`src/rtl/simd_addsub_pipe.sv`:
```
// Two-stage SIMD adder/subtractor: S1 registers the operands, S2 registers the
// computed result and flags. Full-width ADD/SUB with optional saturation, or per-lane saturating PADD/PSUB.
module simd_addsub_pipe #(
    parameter int WIDTH  = 16,
    parameter int LANE_W = 4,
    localparam int LANES = WIDTH / LANE_W
) (
    input  logic              clk,
    input  logic              rst_n,
    input  logic              in_valid,
    output logic              in_ready,
    input  logic [WIDTH-1:0]  a,
    input  logic [WIDTH-1:0]  b,
    input  logic [1:0]        mode,
    input  logic              sat,
    input  logic              flush,
    output logic              out_valid,
    input  logic              out_ready,
    output logic [WIDTH-1:0]  result,
    output logic              cout,
    output logic              flag_n,
    output logic              flag_z,
    output logic              flag_v,
    output logic [LANES-1:0]  lane_ovf
);

    localparam logic [WIDTH-1:0]  FULL_MAX = {1'b0, {(WIDTH-1){1'b1}}};
    localparam logic [WIDTH-1:0]  FULL_MIN = {1'b1, {(WIDTH-1){1'b0}}};
    localparam logic [LANE_W-1:0] LANE_MAX = {1'b0, {(LANE_W-1){1'b1}}};
    localparam logic [LANE_W-1:0] LANE_MIN = {1'b1, {(LANE_W-1){1'b0}}};

    // Stage 1: captured operands
    logic              s1_valid_q, s1_valid_d;
    logic [WIDTH-1:0]  s1_a_q, s1_a_d;
    logic [WIDTH-1:0]  s1_b_q, s1_b_d;
    logic [1:0]        s1_mode_q, s1_mode_d;
    logic              s1_sat_q, s1_sat_d;

    // Stage 2: final result and flags
    logic              s2_valid_q, s2_valid_d;
    logic [WIDTH-1:0]  s2_result_q, s2_result_d;
    logic              s2_cout_q, s2_cout_d;
    logic              s2_n_q, s2_n_d;
    logic              s2_z_q, s2_z_d;
    logic              s2_v_q, s2_v_d;
    logic [LANES-1:0]  s2_lane_ovf_q, s2_lane_ovf_d;

    logic              s1_adv;
    logic              accept;

    // Datapath between S1 and S2
    logic              is_sub;
    logic              is_packed;
    logic [WIDTH-1:0]  eff_b;
    logic [WIDTH:0]    full_sum;
    logic              full_ovf;
    logic [LANE_W:0]   lane_sum;
    logic [WIDTH-1:0]  lane_res;
    logic [LANES-1:0]  lane_ov;
    logic [WIDTH-1:0]  calc_result;
    logic              calc_cout;
    logic              calc_v;
    logic [LANES-1:0]  calc_lane_ovf;

    // in_ready deliberately ignores in_valid so upstream never sees a combinational loop.
    assign s1_adv   = !s2_valid_q || out_ready;
    assign in_ready = rst_n && !flush && (!s1_valid_q || s1_adv);
    assign accept   = in_valid && in_ready;

    always_comb begin
        is_sub    = s1_mode_q[0];
        is_packed = s1_mode_q[1];
        eff_b     = is_sub ? ~s1_b_q : s1_b_q;
        full_sum  = {1'b0, s1_a_q} + {1'b0, eff_b} + {{WIDTH{1'b0}}, is_sub};
        full_ovf  = (s1_a_q[WIDTH-1] == eff_b[WIDTH-1]) && (full_sum[WIDTH-1] != s1_a_q[WIDTH-1]);

        lane_sum = '0;
        lane_res = '0;
        lane_ov  = '0;
        // Each lane gets its own carry-in so nothing propagates across lane boundaries.
        for (int i = 0; i < LANES; i++) begin
            lane_sum = {1'b0, s1_a_q[i*LANE_W +: LANE_W]} + {1'b0, eff_b[i*LANE_W +: LANE_W]}
                     + {{LANE_W{1'b0}}, is_sub};
            lane_ov[i] = (s1_a_q[i*LANE_W+LANE_W-1] == eff_b[i*LANE_W+LANE_W-1])
                      && (lane_sum[LANE_W-1] != s1_a_q[i*LANE_W+LANE_W-1]);
            if (lane_ov[i]) begin
                lane_res[i*LANE_W +: LANE_W] = s1_a_q[i*LANE_W+LANE_W-1] ? LANE_MIN : LANE_MAX;
            end else begin
                lane_res[i*LANE_W +: LANE_W] = lane_sum[LANE_W-1:0];
            end
        end

        if (is_packed) begin
            calc_result   = lane_res;
            calc_cout     = 1'b0;
            calc_v        = |lane_ov;
            calc_lane_ovf = lane_ov;
        end else begin
            if (s1_sat_q && full_ovf) begin
                calc_result = s1_a_q[WIDTH-1] ? FULL_MIN : FULL_MAX;
            end else begin
                calc_result = full_sum[WIDTH-1:0];
            end
            calc_cout     = full_sum[WIDTH];
            calc_v        = full_ovf;
            calc_lane_ovf = '0;
        end
    end

    always_comb begin
        s1_valid_d    = s1_valid_q;
        s1_a_d        = s1_a_q;
        s1_b_d        = s1_b_q;
        s1_mode_d     = s1_mode_q;
        s1_sat_d      = s1_sat_q;
        s2_valid_d    = s2_valid_q;
        s2_result_d   = s2_result_q;
        s2_cout_d     = s2_cout_q;
        s2_n_d        = s2_n_q;
        s2_z_d        = s2_z_q;
        s2_v_d        = s2_v_q;
        s2_lane_ovf_d = s2_lane_ovf_q;

        if (accept) begin
            s1_valid_d = 1'b1;
            s1_a_d     = a;
            s1_b_d     = b;
            s1_mode_d  = mode;
            s1_sat_d   = sat;
        end else if (s1_adv) begin
            s1_valid_d = 1'b0;
        end

        if (s1_adv) begin
            s2_valid_d = s1_valid_q;
            if (s1_valid_q) begin
                s2_result_d   = calc_result;
                s2_cout_d     = calc_cout;
                s2_n_d        = calc_result[WIDTH-1];
                s2_z_d        = (calc_result == '0);
                s2_v_d        = calc_v;
                s2_lane_ovf_d = calc_lane_ovf;
            end
        end

        if (flush) begin
            s1_valid_d = 1'b0;
            s2_valid_d = 1'b0;
        end
    end

    always_ff @(posedge clk) begin
        if (!rst_n) begin
            s1_valid_q    <= 1'b0;
            s1_a_q        <= '0;
            s1_b_q        <= '0;
            s1_mode_q     <= '0;
            s1_sat_q      <= 1'b0;
            s2_valid_q    <= 1'b0;
            s2_result_q   <= '0;
            s2_cout_q     <= 1'b0;
            s2_n_q        <= 1'b0;
            s2_z_q        <= 1'b0;
            s2_v_q        <= 1'b0;
            s2_lane_ovf_q <= '0;
        end else begin
            s1_valid_q    <= s1_valid_d;
            s1_a_q        <= s1_a_d;
            s1_b_q        <= s1_b_d;
            s1_mode_q     <= s1_mode_d;
            s1_sat_q      <= s1_sat_d;
            s2_valid_q    <= s2_valid_d;
            s2_result_q   <= s2_result_d;
            s2_cout_q     <= s2_cout_d;
            s2_n_q        <= s2_n_d;
            s2_z_q        <= s2_z_d;
            s2_v_q        <= s2_v_d;
            s2_lane_ovf_q <= s2_lane_ovf_d;
        end
    end

    assign out_valid = s2_valid_q;
    assign result    = s2_result_q;
    assign cout      = s2_cout_q;
    assign flag_n    = s2_n_q;
    assign flag_z    = s2_z_q;
    assign flag_v    = s2_v_q;
    assign lane_ovf  = s2_lane_ovf_q;

endmodule
```
`config.mk`:
```
export PLATFORM = sky130hd
export DESIGN_NAME = simd_addsub_pipe
export DESIGN_NICKNAME = d
export VERILOG_FILES = /design/src/rtl/simd_addsub_pipe.sv
export SDC_FILE = /design/constraint.sdc
export NUM_CORES = 1
export LEC_CHECK = 0
export ABC_AREA = 1
export BUFFER_PORTS_ARGS = -buffer_cell sky130_fd_sc_hd__buf_2
export CORE_UTILIZATION = 33
export CTS_CLUSTER_DIAMETER = 150
export DETAILED_ROUTE_END_ITERATION = 8
export GPL_ROUTABILITY_DRIVEN = 0
export PLACE_DENSITY = 0.6
export REMOVE_ABC_BUFFERS = 1
export SLEW_MARGIN = 15
export SYNTH_ARGS = -nofsm -noshare
export SYNTH_HDL_FRONTEND = slang
export SYNTH_SLANG_ARGS = --single-unit
```
`constraint.sdc`:
```
create_clock -name clk -period 4 [get_ports clk]
set_input_delay 0.2 -clock clk [delete_from_list [all_inputs] [get_ports clk]]
set_output_delay 0.2 -clock clk [all_outputs]
set_load 0.005 [all_outputs]
```
==> out/qor.yml <==
fillers: 1253
cts_tree: "done"
crit_arrival_ns: 3.19
cts_max_level: 3
dpl_worst_slack_ns: 1.05
cpMostUsedCell: "nand2_1"
antenna_found_initial: 0
row_count: 39
hp-class: "in2reg"
ys_async_sr_fraction_pct: 0
cp_slowest_cell: "ha_1"
min_period_ns: 2.92
wirelength_um: 9630
synth_seq_cells: 60
rsz0062_at_grt: "no"
wl_per_cell_um: 12.5
cts_buffers: 9
end_kind: "flop"
seq_area_frac_synth_pct: 30.4
cts.repair.resized: 0
antenna_cells: 0
cts.path.max_buffers: 2
maxSlewViolCount: 0
syn2layout_area_growth_pct: 17.9
avgViaCountPerCell: 4.75
core_area_um2: 11500
die_x_um: 111
crit_fanout: 20
place_hpwl_um: 7660
tns_ns: 0
path_class: "reg2reg"
status: "complete, but fails checks"
grt_pass1_vias: 3447
peakVddDrop_mv: 0.156
clk_pin_slew_ns: 0.05
drt-pass1-iter-count: 6
ant_nets: 0
cts.sinks: 60
drtIter0Drc: 225
cpPeakStageDelay_ns: 0.34
grt_pass1_wl_um: 16400
critPathTopFamily: "simple AND/OR/NAND/NOR gates"
cts-root-buf: "clkbuf_16"
required_ns: 4.27
port_buffers: 65
drive_gt1_share_pct: 18.8
drv_cap: 0
finalClockSkew_ns: 0.00541
final_util_pct: 40.4
grt_util_all_layers_pct: 16.4
syn_inst: 567
start_util_pct: 34.3
stdcell_area_um2: 4650
clk_latency_ns: 0.33
slew_headroom_pct: 53.0
hold_violations: 0
tightestPinTransition_ns: 0.704
synth_area_per_cell_um2: 6.96
synth_area_um2: 3950
setup_viol: 0
leakage_nw: 2.30
synth_ff_type: "dfxtp_1"
post_cts_buffers: 0
vias: 3666
grt_max_degree: 31
violations: "DRC"
yosys_warnings: 0
grt_overflow: 0
dieHeight_um: 111
cp_num_buf_inv: 4
max_freq_ghz: 0.342
setup_ws_ns: 1.08
cts_hold_buf: 0
nets: 682
remaining_drc_errors: 9
synth.distinct_cells: 38
whs_ns: 0.138
finalCritPeriodShare_pct: 73.1
placed_area_um2: 4340
die-area_um2: 12400
powerDensity_nw_per_um2: 380
synth_edf_count: 0
io_pins: 66
critPathLaunchType: "flop"
path_cells: "buf_4 -> xnor2_1 -> inv_1 -> ha_1 -> nand2_4 -> inv_2 -> nand2_1 -> nand2_2 -> a21oi_4 -> nand3_2 -> nand2_2 -> nand3_4 -> nand2_1 -> nand2_1 -> nand2_1 -> nand2_1 -> inv_1 -> nand2_1 -> nor2_1 -> nand3_1 -> a21oi_2"
==> cells in the final DEF, fill, tap and decap left out, types with 2 or more instances in the layout <==
| master | netlist | layout |
|---|---|---|
| nand2_1 | 143 | 143 |
| buf_4 | 2 | 5 |
| o211ai_1 | 4 | 4 |
| xor2_1 | 23 | 23 |
| nor4_1 | 2 | 2 |
| or2_1 | 2 | 2 |
| o21ai_0 | 43 | 43 |
| xnor2_1 | 10 | 10 |
| buf_2 | 0 | 65 |
| dfxtp_1 | 60 | 60 |
| inv_1 | 55 | 55 |
| fa_1 | 4 | 4 |
| ha_1 | 15 | 15 |
| nand4_1 | 3 | 3 |
| a31oi_1 | 4 | 4 |
| nand2_4 | 7 | 7 |
| nand3_2 | 2 | 2 |
| o21ai_1 | 4 | 4 |
| nand3_1 | 33 | 33 |
| o21bai_1 | 4 | 4 |
| a21oi_4 | 2 | 2 |
| nor2_1 | 31 | 31 |
| a21oi_1 | 63 | 63 |
| a21oi_2 | 5 | 5 |
| nand2_2 | 7 | 7 |
| clkbuf_16 | 0 | 9 |
| clkinv_1 | 3 | 3 |
| bufinv_16 | 0 | 2 |
| clkinv_2 | 0 | 3 |
| inv_2 | 5 | 5 |
==> kinds of logic after synthesis <==
family	after synthesis	share of synthesized area [%]
DFF	60	30.4
xor gates and xnor gates	33	7.32
adders and majority gates	19	6.79
AOI/OAI and AO/OA	131	18.4
buffers and inverters	88	9.83
and+or+nand+nor	236	27.2
==> sequential cells by signal, indices dropped and copies added, names as in the netlist <==
signal	cells
out_valid	1
cout	1
s1_mode_q	2
s1_b_q	16
flag_z	1
flag_v	1
lane_ovf	4
s1_valid_q	1
result	16
s1_a_q	16
s1_sat_q	1
==> tightest hold or removal path: cells and delay by family <==
| kind | cells | cell delay (ns) |
|---|---|---|
| buffers and inverters | 1 | 0.10 |
| AND/OR/NAND/NOR | 1 | 0.07 |
| AO/OA/AOI/OAI | 1 | 0.06 |
==> cell usage after synthesis, types with 5 or more instances <==
cell type  number  area [um2]
nand2_1       143         537
a21oi_1        63         315
dfxtp_1        60        1200
inv_1          55         206
o21ai_0        43         215
nand3_1        33         165
nor2_1         31         116
xor2_1         23         201
clkbuf_1       16        60.1
ha_1           15         188
xnor2_1        10        87.6
nand2_2         7        43.8
nand2_4         7        78.8
a21oi_2         5        43.8
inv_2           5        18.8
==> routing by layer <==
layer / global-route usage [%] / part of all wire [%]
met1: 22.1 / 51
met2: 26.1 / 45
met3: 3.43 / 3.1
met4: 5.68 / 1.4
met5: 0 / 0
==> per-stage QoR <==
stage          std cells  power (W)
2_1_floorplan        542   0.000860
3_3_place_gp         755   0.000954
3_5_place_dp         755   0.000959
4_1_cts              771    0.00179
5_1_grt              771    0.00186
6_report             771    0.00177
==> report_power, final <==
| part | switching (W) | internal [W] | leakage, nW |
|---|---|---|---|
| sequential | 0.0000131 | 0.000617 | 0.487 |
| clock | 0.000265 | 0.000558 | 0.159 |
| combinational | 0.000202 | 0.000116 | 1.65 |
| total | 0.000480 | 0.00129 | 2.30 |
==> layout make-up <==
cell class / count / area, um2 / area share, %
multi-input combinational: 419 / 2360 / 50.6
sequential: 60 / 1200 / 25.8
timing repair buffer: 70 / 363 / 7.80
clock buffer: 11 / 243 / 5.22
inverter: 63 / 236 / 5.08
tap: 143 / 179 / 3.84
clock inverter: 5 / 75.1 / 1.61
==> final timing paths <==
kind	cells after the start	startpoint	to	slack (ns)
worst max-delay path	21	s1_mode_q[0]	flag_z	1.08
worst min-delay path	3	a[10]	s1_a_q[10]	0.14
worst max register to register	21	s1_mode_q[0]	flag_z	1.08
worst min register to register	2	lane_ovf[3]	lane_ovf[3]	0.46
(Power assumes the default switching activity.)
